File: config.mk
export PLATFORM = sky130hd
export DESIGN_NAME = gysc_reg_bank
export DESIGN_NICKNAME = d
export VERILOG_FILES = /design/src/rtl/gysc_reg_pkg.sv /design/src/rtl/gysc_reg_word.sv /design/src/rtl/gysc_reg_bank.sv
export SDC_FILE = /design/constraint.sdc
export NUM_CORES = 1
export LEC_CHECK = 0
export BUFFER_PORTS_ARGS = -buffer_cell sky130_fd_sc_hd__buf_2
export CORE_MARGIN = 2
export CORE_UTILIZATION = 55
export CTS_BUF_LIST = sky130_fd_sc_hd__clkbuf_4 sky130_fd_sc_hd__clkbuf_8
export DETAILED_ROUTE_END_ITERATION = 10
export PLACE_DENSITY = 0.85
export SYNTH_ARGS = -nofsm -noshare
export SYNTH_HDL_FRONTEND = slang
export SYNTH_HIERARCHICAL = 1
export SYNTH_SLANG_ARGS = --single-unit
File: constraint.sdc
create_clock -name clk -period 2.05 [get_ports clk]
set_clock_uncertainty 0.05 [all_clocks]
set_input_delay 0.1025 -clock clk [delete_from_list [all_inputs] [get_ports clk]]
set_output_delay 0.1025 -clock clk [all_outputs]
set_load 0.01 [all_outputs]
File: src/rtl/gysc_reg_pkg.sv
// gysc_reg_pkg: address map, reset constants and shared types
// for the gyroscope readout register bank.
package gysc_reg_pkg;

    localparam logic [7:0] SAMPLE_BASE         = 8'h00;
    localparam logic [7:0] ADDR_WHO_AM_I       = 8'h20;
    localparam logic [7:0] ADDR_STATUS         = 8'h21;
    localparam logic [7:0] ADDR_MODE_CTRL      = 8'h22;
    localparam logic [7:0] ADDR_FIFO_WR_CTRL   = 8'h23;
    localparam logic [7:0] ADDR_FIFO_MODE_CTRL = 8'h24;
    localparam logic [7:0] ADDR_OFFSET_BASE    = 8'h28;

    localparam logic [31:0] FLOAT_QNAN       = 32'h7FC00000;
    localparam logic [7:0]  WHO_AM_I_DEFAULT = 8'h6B;

    typedef enum logic [2:0] {
        REG_NONE,
        REG_SAMPLE,
        REG_WHO,
        REG_STATUS,
        REG_MODE,
        REG_FIFO_WR,
        REG_FIFO_MODE,
        REG_OFFSET
    } reg_sel_e;

    function automatic logic [7:0] byte_of(
        input logic [31:0] word,
        input logic [1:0]  sel
    );
        return word[8*sel +: 8];
    endfunction

endpackage

File: src/rtl/gysc_reg_word.sv
// gysc_reg_word: one 32-bit sample word with a shadow copy that
// freezes the word on a byte-0 read so bytes 1-3 stay coherent.
module gysc_reg_word
    import gysc_reg_pkg::*;
(
    input  logic        clk,
    input  logic        rst_n,
    input  logic        capture_i,
    input  logic [31:0] cap_data_i,
    input  logic        snap_i,
    input  logic [1:0]  byte_sel_i,
    output logic [7:0]  rd_byte_o
);

    logic [31:0] live_q;
    logic [31:0] live_d;
    logic [31:0] shadow_q;
    logic [31:0] shadow_d;

    // Snapshot takes the pre-edge live value even when a capture
    // lands on the same edge.
    always_comb begin
        live_d   = capture_i ? cap_data_i : live_q;
        shadow_d = snap_i ? live_q : shadow_q;
    end

    always_ff @(posedge clk or negedge rst_n) begin
        if (!rst_n) begin
            live_q   <= FLOAT_QNAN;
            shadow_q <= FLOAT_QNAN;
        end else begin
            live_q   <= live_d;
            shadow_q <= shadow_d;
        end
    end

    assign rd_byte_o = (byte_sel_i == 2'd0) ? live_q[7:0]
                                            : byte_of(shadow_q, byte_sel_i);

endmodule

File: src/rtl/gysc_reg_bank.sv
// gysc_reg_bank: byte-addressed host register bank holding float
// samples, identity, status and control for the gyro readout chain.
module gysc_reg_bank
    import gysc_reg_pkg::*;
#(
    parameter int         NUM_CH   = 3,
    parameter int         NUM_SRC  = 2,
    parameter logic [7:0] WHO_AM_I = WHO_AM_I_DEFAULT
) (
    input  logic                        clk,
    input  logic                        rst_n,
    input  logic [NUM_SRC*NUM_CH*32-1:0] src_data,
    input  logic [NUM_SRC-1:0]          src_valid,
    input  logic                        host_req,
    input  logic                        host_we,
    input  logic [7:0]                  host_addr,
    input  logic [7:0]                  host_wdata,
    output logic                        host_rvalid,
    output logic [7:0]                  host_rdata,
    output logic                        host_err,
    output logic [7:0]                  mode_ctrl,
    output logic [7:0]                  fifo_wr_ctrl,
    output logic [7:0]                  fifo_mode_ctrl,
    output logic [NUM_CH*8-1:0]         offset
);

    localparam int NW = NUM_SRC * NUM_CH;

    logic [7:0]        samp_off;
    logic [7:0]        off_idx;
    reg_sel_e          sel;
    logic [NW-1:0]     snap;
    logic [7:0]        word_byte [NW];
    logic [7:0]        samp_byte;
    logic [7:0]        off_byte;

    logic              rvalid_q, rvalid_d;
    logic [7:0]        rdata_q, rdata_d;
    logic              err_q, err_d;
    logic [7:0]        mode_q, mode_d;
    logic [7:0]        fwr_q, fwr_d;
    logic [7:0]        fmode_q, fmode_d;
    logic [NUM_CH*8-1:0] offset_q, offset_d;
    logic [NUM_SRC-1:0]  status_q, status_d;
    logic              status_clr;

    assign samp_off = host_addr - SAMPLE_BASE;
    assign off_idx  = host_addr - ADDR_OFFSET_BASE;

    always_comb begin
        sel = REG_NONE;
        unique case (1'b1)
            (samp_off < 8'(NW*4)):                  sel = REG_SAMPLE;
            (host_addr == ADDR_WHO_AM_I):           sel = REG_WHO;
            (host_addr == ADDR_STATUS):             sel = REG_STATUS;
            (host_addr == ADDR_MODE_CTRL):          sel = REG_MODE;
            (host_addr == ADDR_FIFO_WR_CTRL):       sel = REG_FIFO_WR;
            (host_addr == ADDR_FIFO_MODE_CTRL):     sel = REG_FIFO_MODE;
            (off_idx < 8'(NUM_CH)):                 sel = REG_OFFSET;
            default:                                sel = REG_NONE;
        endcase
    end

    always_comb begin
        for (int w = 0; w < NW; w++) begin
            snap[w] = host_req && !host_we && (samp_off == 8'(w*4));
        end
    end

    always_comb begin
        samp_byte = 8'h00;
        for (int w = 0; w < NW; w++) begin
            if (samp_off[7:2] == 6'(w)) samp_byte = word_byte[w];
        end
    end

    always_comb begin
        off_byte = 8'h00;
        for (int c = 0; c < NUM_CH; c++) begin
            if (off_idx == 8'(c)) off_byte = offset_q[c*8 +: 8];
        end
    end

    genvar s, c;
    generate
        for (s = 0; s < NUM_SRC; s++) begin : g_src
            for (c = 0; c < NUM_CH; c++) begin : g_ch
                localparam int W = s*NUM_CH + c;
                gysc_reg_word u_word (
                    .clk        (clk),
                    .rst_n      (rst_n),
                    .capture_i  (src_valid[s]),
                    .cap_data_i (src_data[W*32 +: 32]),
                    .snap_i     (snap[W]),
                    .byte_sel_i (samp_off[1:0]),
                    .rd_byte_o  (word_byte[W])
                );
            end
        end
    endgenerate

    always_comb begin
        rvalid_d   = host_req;
        rdata_d    = 8'h00;
        err_d      = 1'b0;
        mode_d     = mode_q;
        fwr_d      = fwr_q;
        fmode_d    = fmode_q;
        offset_d   = offset_q;
        status_clr = 1'b0;
        if (host_req) begin
            unique case (sel)
                REG_SAMPLE: begin
                    if (host_we) err_d = 1'b1;
                    else rdata_d = samp_byte;
                end
                REG_WHO: begin
                    if (host_we) err_d = 1'b1;
                    else rdata_d = WHO_AM_I;
                end
                REG_STATUS: begin
                    if (host_we) err_d = 1'b1;
                    else begin
                        rdata_d    = 8'(status_q);
                        status_clr = 1'b1;
                    end
                end
                REG_MODE: begin
                    if (host_we) mode_d = host_wdata;
                    else rdata_d = mode_q;
                end
                REG_FIFO_WR: begin
                    if (host_we) fwr_d = host_wdata;
                    else rdata_d = fwr_q;
                end
                REG_FIFO_MODE: begin
                    if (host_we) fmode_d = host_wdata;
                    else rdata_d = fmode_q;
                end
                REG_OFFSET: begin
                    if (host_we) begin
                        for (int k = 0; k < NUM_CH; k++) begin
                            if (off_idx == 8'(k)) offset_d[k*8 +: 8] = host_wdata;
                        end
                    end else begin
                        rdata_d = off_byte;
                    end
                end
                default: err_d = 1'b1;
            endcase
        end
        // A new data-ready event beats a clear on the same edge.
        status_d = (status_clr ? '0 : status_q) | src_valid;
    end

    always_ff @(posedge clk or negedge rst_n) begin
        if (!rst_n) begin
            rvalid_q <= 1'b0;
            rdata_q  <= 8'h00;
            err_q    <= 1'b0;
            mode_q   <= 8'h00;
            fwr_q    <= 8'h00;
            fmode_q  <= 8'h00;
            offset_q <= '0;
            status_q <= '0;
        end else begin
            rvalid_q <= rvalid_d;
            rdata_q  <= rdata_d;
            err_q    <= err_d;
            mode_q   <= mode_d;
            fwr_q    <= fwr_d;
            fmode_q  <= fmode_d;
            offset_q <= offset_d;
            status_q <= status_d;
        end
    end

    assign host_rvalid    = rvalid_q;
    assign host_rdata     = rdata_q;
    assign host_err       = err_q;
    assign mode_ctrl      = mode_q;
    assign fifo_wr_ctrl   = fwr_q;
    assign fifo_mode_ctrl = fmode_q;
    assign offset         = offset_q;

endmodule

== Word-level counts from Yosys, hierarchy flattened ==
Cells that the tools add are included.

* Register bits after elaboration: 444
* Bits in latches: 0
* RAM bits: 0
* Memory bits (read-only): 0
* Input bits: 214
* Output and inout port bits: 58
* Logic and storage cells: 108
* Memories: 0

* $add $sub $neg: 1
* Multiply operators: 0
* Divide/modulo/power cells: 0
* $lt $le $gt $ge: 2
* Eq/ne operators: 24
* Shift-type cells: 6
* Mux-type cells: 32
* Bitwise gates (word level): 1
* Reduce and logical (&&, ||, !) cells: 20

{| class="wikitable"
|+ Operators with widths
! cell !! count
|-
| 32-bit by 6-bit indexed part select with 8-bit output || 6
|-
| 8-bit 2-to-1 mux || 21
|-
| 8-bit case mux with 7 select lines || 1
|-
| 8-bit by 6-bit equality test with 1-bit output (second input constant) || 5
|-
| 3-bit case mux with 7 select lines || 1
|-
| 8-bit by 4-bit equality test with 1-bit output (second input constant) || 2
|-
| 8-bit by 5-bit equality test with 1-bit output (second input constant) || 2
|-
| 8-bit zero test || 2
|-
| 3-bit equality test (second input constant) || 4
|-
| 6-bit by 2-bit equality test with 1-bit output (second input constant) || 2
|-
| 6-bit by 3-bit equality test with 1-bit output (second input constant) || 2
|-
| 4-bit AND reduction || 3
|-
| 3-bit AND reduction || 3
|-
| 8-bit by 1-bit equality test with 1-bit output (second input constant) || 1
|-
| 8-bit by 2-bit equality test with 1-bit output (second input constant) || 1
|-
| 8-bit by 3-bit equality test with 1-bit output (second input constant) || 1
|-
| 8-bit by 2-bit less-than comparator with 1-bit output (second input constant) || 1
|-
| 8-bit by 5-bit less-than comparator with 1-bit output (second input constant) || 1
|-
| 8-bit by 6-bit subtractor with 8-bit output (second input constant) || 1
|-
| 1-bit logical AND || 7
|-
| 7-bit 2-to-1 mux || 1
|-
| 3-bit by 2-bit equality test with 1-bit output (second input constant) || 2
|-
| 6-bit by 1-bit equality test with 1-bit output (second input constant) || 1
|-
| 6-bit zero test || 1
|-
| 9 further kinds || 14
|}

== Depth between registers and ports, before layout ==
* Depth in word-level cells: 11
* Gate-level depth with buffers: 10

== Modules after synthesis ==
Netlist, hierarchy kept.

{| class="wikitable"
|+ Modules (own cells, without submodules)
! module !! instances !! cells an instance !! area each (µm²) !! seq. area each (µm²)
|-
| gysc_reg_word || 6 || 130 || 2346.0 || 1423.9
|-
| gysc_reg_bank || 1 || 312 || 3467.1 || 1501.4
|}

== Least setup slack after synthesis ==
OpenSTA, ideal clock, no wires.

* Kind: input to register
* Start point: in host_addr[3]
* End point: reg offset_q[0], in the netlist offset[0]
* Arrival time: 2.183 ns
* Setup slack: -0.308 ns
* Cell stages on the path: 9
* Cell sequence: buf_4 clkbuf_1 inv_1 ha_1 and4bb_2 nand2_2 or2_4 nor4_4 mux2_2

* Longest elaborated chain between the ends: 5
* Elaborated cells between the ends (all ways): 12
* Classes of those cells: add/sub (1); order compare (2); eq/ne (6); mux (1); reduce/logical (2)

{| class="wikitable"
|+ Ends and longest elaborated chain
! element !! RTL line !! source
|-
| start, declared || gysc_reg_bank.sv:16 || <nowiki>input logic [7:0] host_addr,</nowiki>
|-
| 8-bit by 6-bit subtractor with 8-bit output || gysc_reg_bank.sv:48 || <nowiki>assign off_idx = host_addr - ADDR_OFFSET_BASE;</nowiki>
|-
| 8-bit by 2-bit less-than comparator with 1-bit output || gysc_reg_bank.sv:59 || <nowiki>(off_idx < 8'(NUM_CH)): sel = REG_OFFSET;</nowiki>
|-
| 3-bit case mux with 7 select lines || gysc_reg_bank.sv:52 || <nowiki>unique case (1'b1)</nowiki>
|-
| 3-bit equality test || gysc_reg_bank.sv:112 || <nowiki>unique case (sel)</nowiki>
|-
| 4-bit AND reduction (no line) (*) || - ||
|-
| end signal, assigned || gysc_reg_bank.sv:173 || <nowiki>offset_q <= offset_d;</nowiki>
|-
| end, declared || gysc_reg_bank.sv:43 || <nowiki>logic [NUM_CH*8-1:0] offset_q, offset_d;</nowiki>
|}

Every way passes the cells marked *; elsewhere a longest branch is shown, timed or not.
A chain may end at the register's enable or synchronous reset.

==> reports/qor.tcl <==
set qor(clock_tree.htree_level_count) 3
set qor(critPathArrivalTime_ns) 2.41
set qor(cp-start-kind) {flip-flop}
set qor(fp-row-count) 65
set qor(total_leakage_power_nw) 10.57
set qor(syn_inst) 1092
set qor(endpoint_kind) {flip-flop}
set qor(finalWorstPathRequiredPeriod_ns) 2.025
set qor(max_cap_viol_count) 0
set qor(slowest_delay_ns) 0.49
set qor(inserted_clock_buffers) 66
set qor(synth_seq_cells) 396
set qor(cts.path.max_buffers) 3
set qor(gp_routability_congestion) 0.9263
set qor(worst_ir_drop_vdd_v) 0.0007235
set qor(final.fill_count) 1907
set qor(synth_xor_xnor_area_share_pct) 0.09985
set qor(routedWlPerCell_um) 23.67
set qor(drt.antenna.violating_nets) 0
set qor(worstPathMaxFanout) 2
set qor(drt_iter0_markers) 832
set qor(viasPerCell) 5.722
set qor(synth_top_family_by_area) {multiplexers}
set qor(critical_path.startpoint) {g_src[0].g_ch[2].u_word/live_q[1]}
set qor(synth_async_sr_flop_share_pct) 100.0
set qor(syn2layout_area_growth_pct) 31.75
set qor(clock_tree.root_cell) {sky130_fd_sc_hd__clkbuf_8}
set qor(seq_power_share_pct) 48.1
set qor(pin_count_of_the_biggest_net_entering_global_routing) 70
set qor(remaining_drc_errors) 0
set qor(path_class) {reg2reg}
set qor(finalInstanceArea_sq_um) 23110
set qor(fin_hold_ws_ns) -0.002669
set qor(cellPowerDensity_nw_per_um2) 786.9
set qor(timing.hold.worst.class) {in2async}
set qor(fin_setup_tns_ns) 0
set qor(grt.overflow.total) 0
set qor(yosys.area_share.simple_pct) 3.024
set qor(synth_fa_ha_area_share_pct) 0.07132
set qor(cts_tree) {done}
set qor(yosys.cell_types.count) 59
set qor(failed_checks) {negative hold slack}
set qor(fp.dieW_um) 182.6
set qor(report.power.total_mw) 18.19
set qor(worstRegToRegCells) 7
set qor(cell_area_after_placement_sq_um) 19500
set qor(clkLatencyLatePin_ns) 0.59
set qor(mappedNetlistNets) 1307
set qor(design.die.area_sq_um) 33340
set qor(mappedNetlistArea_sq_um) 17540
set qor(design.portCount) 272
set qor(power.clock.fraction_pct) 40.7
set qor(post-place-cells) 1753
set qor(initial_utilization_pct) 55.74
set qor(final_max_slew_viol_count) 0
set qor(p_int_mw) 13.69
set qor(finalSetupViolations) 0
set qor(timing.critical_path.cells) {mux4_2 -> mux2i_1 -> buf_4 -> o22ai_2 -> a221o_1 -> a211oi_2 -> o22ai_1}
set qor(power.switching_fraction_pct) 24.74
set qor(antenna_found_initial) 3
set qor(routed_wl_um) 49590
set qor(timing.reg2reg.setup_slack_ns) 0.03
set qor(final_hold_viol_count) 1
set qor(final_util_pct) 73.44
set qor(grt_pass1_vias) 13160
set qor(num-nets-final) 1849
set qor(post_syn_area_per_cell_sq_um) 16.07
set qor(core_sq_um) 31470
set qor(worstMarginPinSlew_ns) 0.8164
set qor(setup_ws_ns) 0.02529
set qor(detail_route.first_pass.iterations) 5
set qor(net-switching-power_mw) 4.501
set qor(post_synthesis_sequential_area_ratio_pct) 57.26
set qor(critical_path.reg2reg.startpoint) {g_src[0].g_ch[2].u_word/live_q[1]}
set qor(synth-compound-area-share_pct) 2.924
set qor(dieHeight_um) 182.6
set qor(run_status) {finished with violations}
set qor(io_buffer_count) 271
set qor(critPathSlowestCell) {sky130_fd_sc_hd__mux4_2}
set qor(maxSlewHeadroom_pct) 45.11
set qor(cts_num_sinks) 396
set qor(dp_hpwl_um) 30120
set qor(synth_mux_area_share_pct) 32.27
set qor(track_usage_pct) 30.19
set qor(synth_flop_cell) {sky130_fd_sc_hd__dfrtp_1}
set qor(clk_pin_slew_ns) 0.06
set qor(post_route_cells_drive_above_1_share_pct) 59.66
set qor(rsz0062_at_grt) {true}
set qor(post-place-ws_ns) -0.1923
set qor(cp_data_required_time_ns) 2.43
set qor(grt_pass1_wl_um) 75880
set qor(vias) 11990
set qor(synth_enable_flop_cells) 0
set qor(critical_path.reg2reg.endpoint) {host_rdata[1]}
set qor(clock.fmax_ghz) 0.4939
set qor(comb_power_share_pct) 11.2
set qor(final_cell_count_no_fill) 2095
set qor(fin_crit_sh_pct) 98.77
set qor(synth_warnings) 6
Yosys cell counts (6+ instances only):
cell type / count / area (sq um)
sky130_fd_sc_hd__and3_1: 7 / 43.79
sky130_fd_sc_hd__mux2_2: 357 / 4020
sky130_fd_sc_hd__dfrtp_1: 288 / 7207
sky130_fd_sc_hd__mux2i_1: 20 / 200.2
sky130_fd_sc_hd__a21oi_1: 15 / 75.07
sky130_fd_sc_hd__nand2b_1: 8 / 50.05
sky130_fd_sc_hd__clkbuf_2: 6 / 30.03
sky130_fd_sc_hd__mux2_1: 24 / 270.3
sky130_fd_sc_hd__clkbuf_8: 18 / 247.7
sky130_fd_sc_hd__nor2_1: 6 / 22.52
sky130_fd_sc_hd__mux4_2: 48 / 1081
sky130_fd_sc_hd__a2bb2oi_1: 8 / 70.07
sky130_fd_sc_hd__nand2_1: 13 / 48.80
sky130_fd_sc_hd__buf_2: 10 / 50.05
sky130_fd_sc_hd__buf_6: 31 / 349.1
sky130_fd_sc_hd__mux2_4: 6 / 90.09
sky130_fd_sc_hd__dfstp_2: 108 / 2838
sky130_fd_sc_hd__clkbuf_1: 16 / 60.06
sky130_fd_sc_hd__o21ai_0: 14 / 70.07
registers in the layout (all words and copies together) (netlist names):
name and count:
fifo_mode_ctrl 8, fifo_wr_ctrl 8, g_src.g_ch.u_word/live_q 192, g_src.g_ch.u_word/shadow_q 144, host_err 1, host_rdata 8
host_rvalid 1, mode_ctrl 8, offset 24, status_q 2
cell usage in the layout (no fill, tap or decap), types with 4 or more instances in the layout:
cell | synthesis | final
sky130_fd_sc_hd__diode_2 | 0 | 5
sky130_fd_sc_hd__clkbuf_4 | 0 | 28
sky130_fd_sc_hd__dfstp_2 | 108 | 108
sky130_fd_sc_hd__inv_1 | 5 | 4
sky130_fd_sc_hd__a22oi_1 | 5 | 5
sky130_fd_sc_hd__mux4_2 | 48 | 48
sky130_fd_sc_hd__dlygate4sd3_1 | 0 | 214
sky130_fd_sc_hd__and3_1 | 7 | 7
sky130_fd_sc_hd__o21ai_0 | 14 | 13
sky130_fd_sc_hd__o2bb2ai_1 | 5 | 5
sky130_fd_sc_hd__a21oi_1 | 15 | 15
sky130_fd_sc_hd__nand3b_1 | 5 | 5
sky130_fd_sc_hd__clkbuf_8 | 18 | 81
sky130_fd_sc_hd__buf_4 | 1 | 55
sky130_fd_sc_hd__buf_12 | 0 | 20
sky130_fd_sc_hd__mux2_1 | 24 | 24
sky130_fd_sc_hd__dfrtp_1 | 288 | 288
sky130_fd_sc_hd__mux2_2 | 357 | 356
sky130_fd_sc_hd__nand2b_1 | 8 | 8
sky130_fd_sc_hd__clkinvlp_4 | 0 | 6
sky130_fd_sc_hd__clkinv_2 | 0 | 4
sky130_fd_sc_hd__mux2_4 | 6 | 7
sky130_fd_sc_hd__nor2_1 | 6 | 6
sky130_fd_sc_hd__a2bb2oi_1 | 8 | 8
sky130_fd_sc_hd__buf_2 | 10 | 266
sky130_fd_sc_hd__nand2_1 | 13 | 13
sky130_fd_sc_hd__or3_1 | 4 | 4
sky130_fd_sc_hd__mux2i_1 | 20 | 17
kinds of logic (layout without fill, tap and decap cells):
| kind of cell | Yosys count | count (layout) |
|---|---|---|
| mux | 455 | 455 |
| xor+xnor | 2 | 2 |
| fa+ha+maj | 1 | 1 |
| other cells | 0 | 5 |
| flops | 396 | 396 |
| compound gates | 75 | 75 |
| simple gates | 76 | 76 |
| buf+inv | 87 | 683 |
routing by layer:
metal  global-route usage (%)  part of all wire (%)  wire (um)  up-vias
met3                    6.067                   5.9       2924      153
met1                    36.73                    39      19310     6170
met5                        0                     0          0        -
li1                         -                     -          -     5121
met2                    51.86                    51      25090      543
met4                    14.42                   4.6       2257        0
final cells by class:
class | instances | area, sq um | share of cell area, %
Antenna cell | 5 | 12.51 | 0.05413
Clock buffer | 109 | 1325 | 5.733
Clock inverter | 13 | 91.34 | 0.3952
Inverter | 5 | 21.27 | 0.09203
Multi-Input combinational cell | 609 | 6814 | 29.48
Sequential cell | 396 | 10040 | 43.46
Tap cell | 402 | 503.0 | 2.176
Timing Repair Buffer | 556 | 4302 | 18.61
timing repair:
item	4_1_cts	5_1_grt
cloned	0	0
hold buffers	214	0
gates resized for setup	1	7
endpoints found under the hold margin	554	0
setup endpoints to repair	1	4
setup buffers	0	1
pin swaps	0	1
worst max-delay path: cells and delay by family, from the launching register on:
kind | cells | cell delay (ns)
flip-flops | 1 | 0.39
buffers and inverters | 1 | 0.15
multiplexers | 2 | 0.67
AO/OA/AOI/OAI | 4 | 0.63
power groups by stage:
stage          clock network (mW)  logic, mW  registers [mW]
3_3_place_gp                    0       1.57            8.82
5_1_grt                      7.88       2.16            8.80
6_report                     7.41       2.03            8.75
4_1_cts                      7.38       1.96            8.72
2_1_floorplan                   0      0.930            8.72
3_5_place_dp                    0       1.62            8.85
worst max path at each step:
stage | endpoint | slack (ns)
detailed placement | host_rdata[0] | -0.19
global route | host_rdata[1] | -0.04
floorplan | offset[0] | -0.04
CTS | host_rdata[1] | 0.002
finish | host_rdata[1] | 0.03
global placement | host_rdata[0] | -0.14
Power figures use the tool's default switching activity.
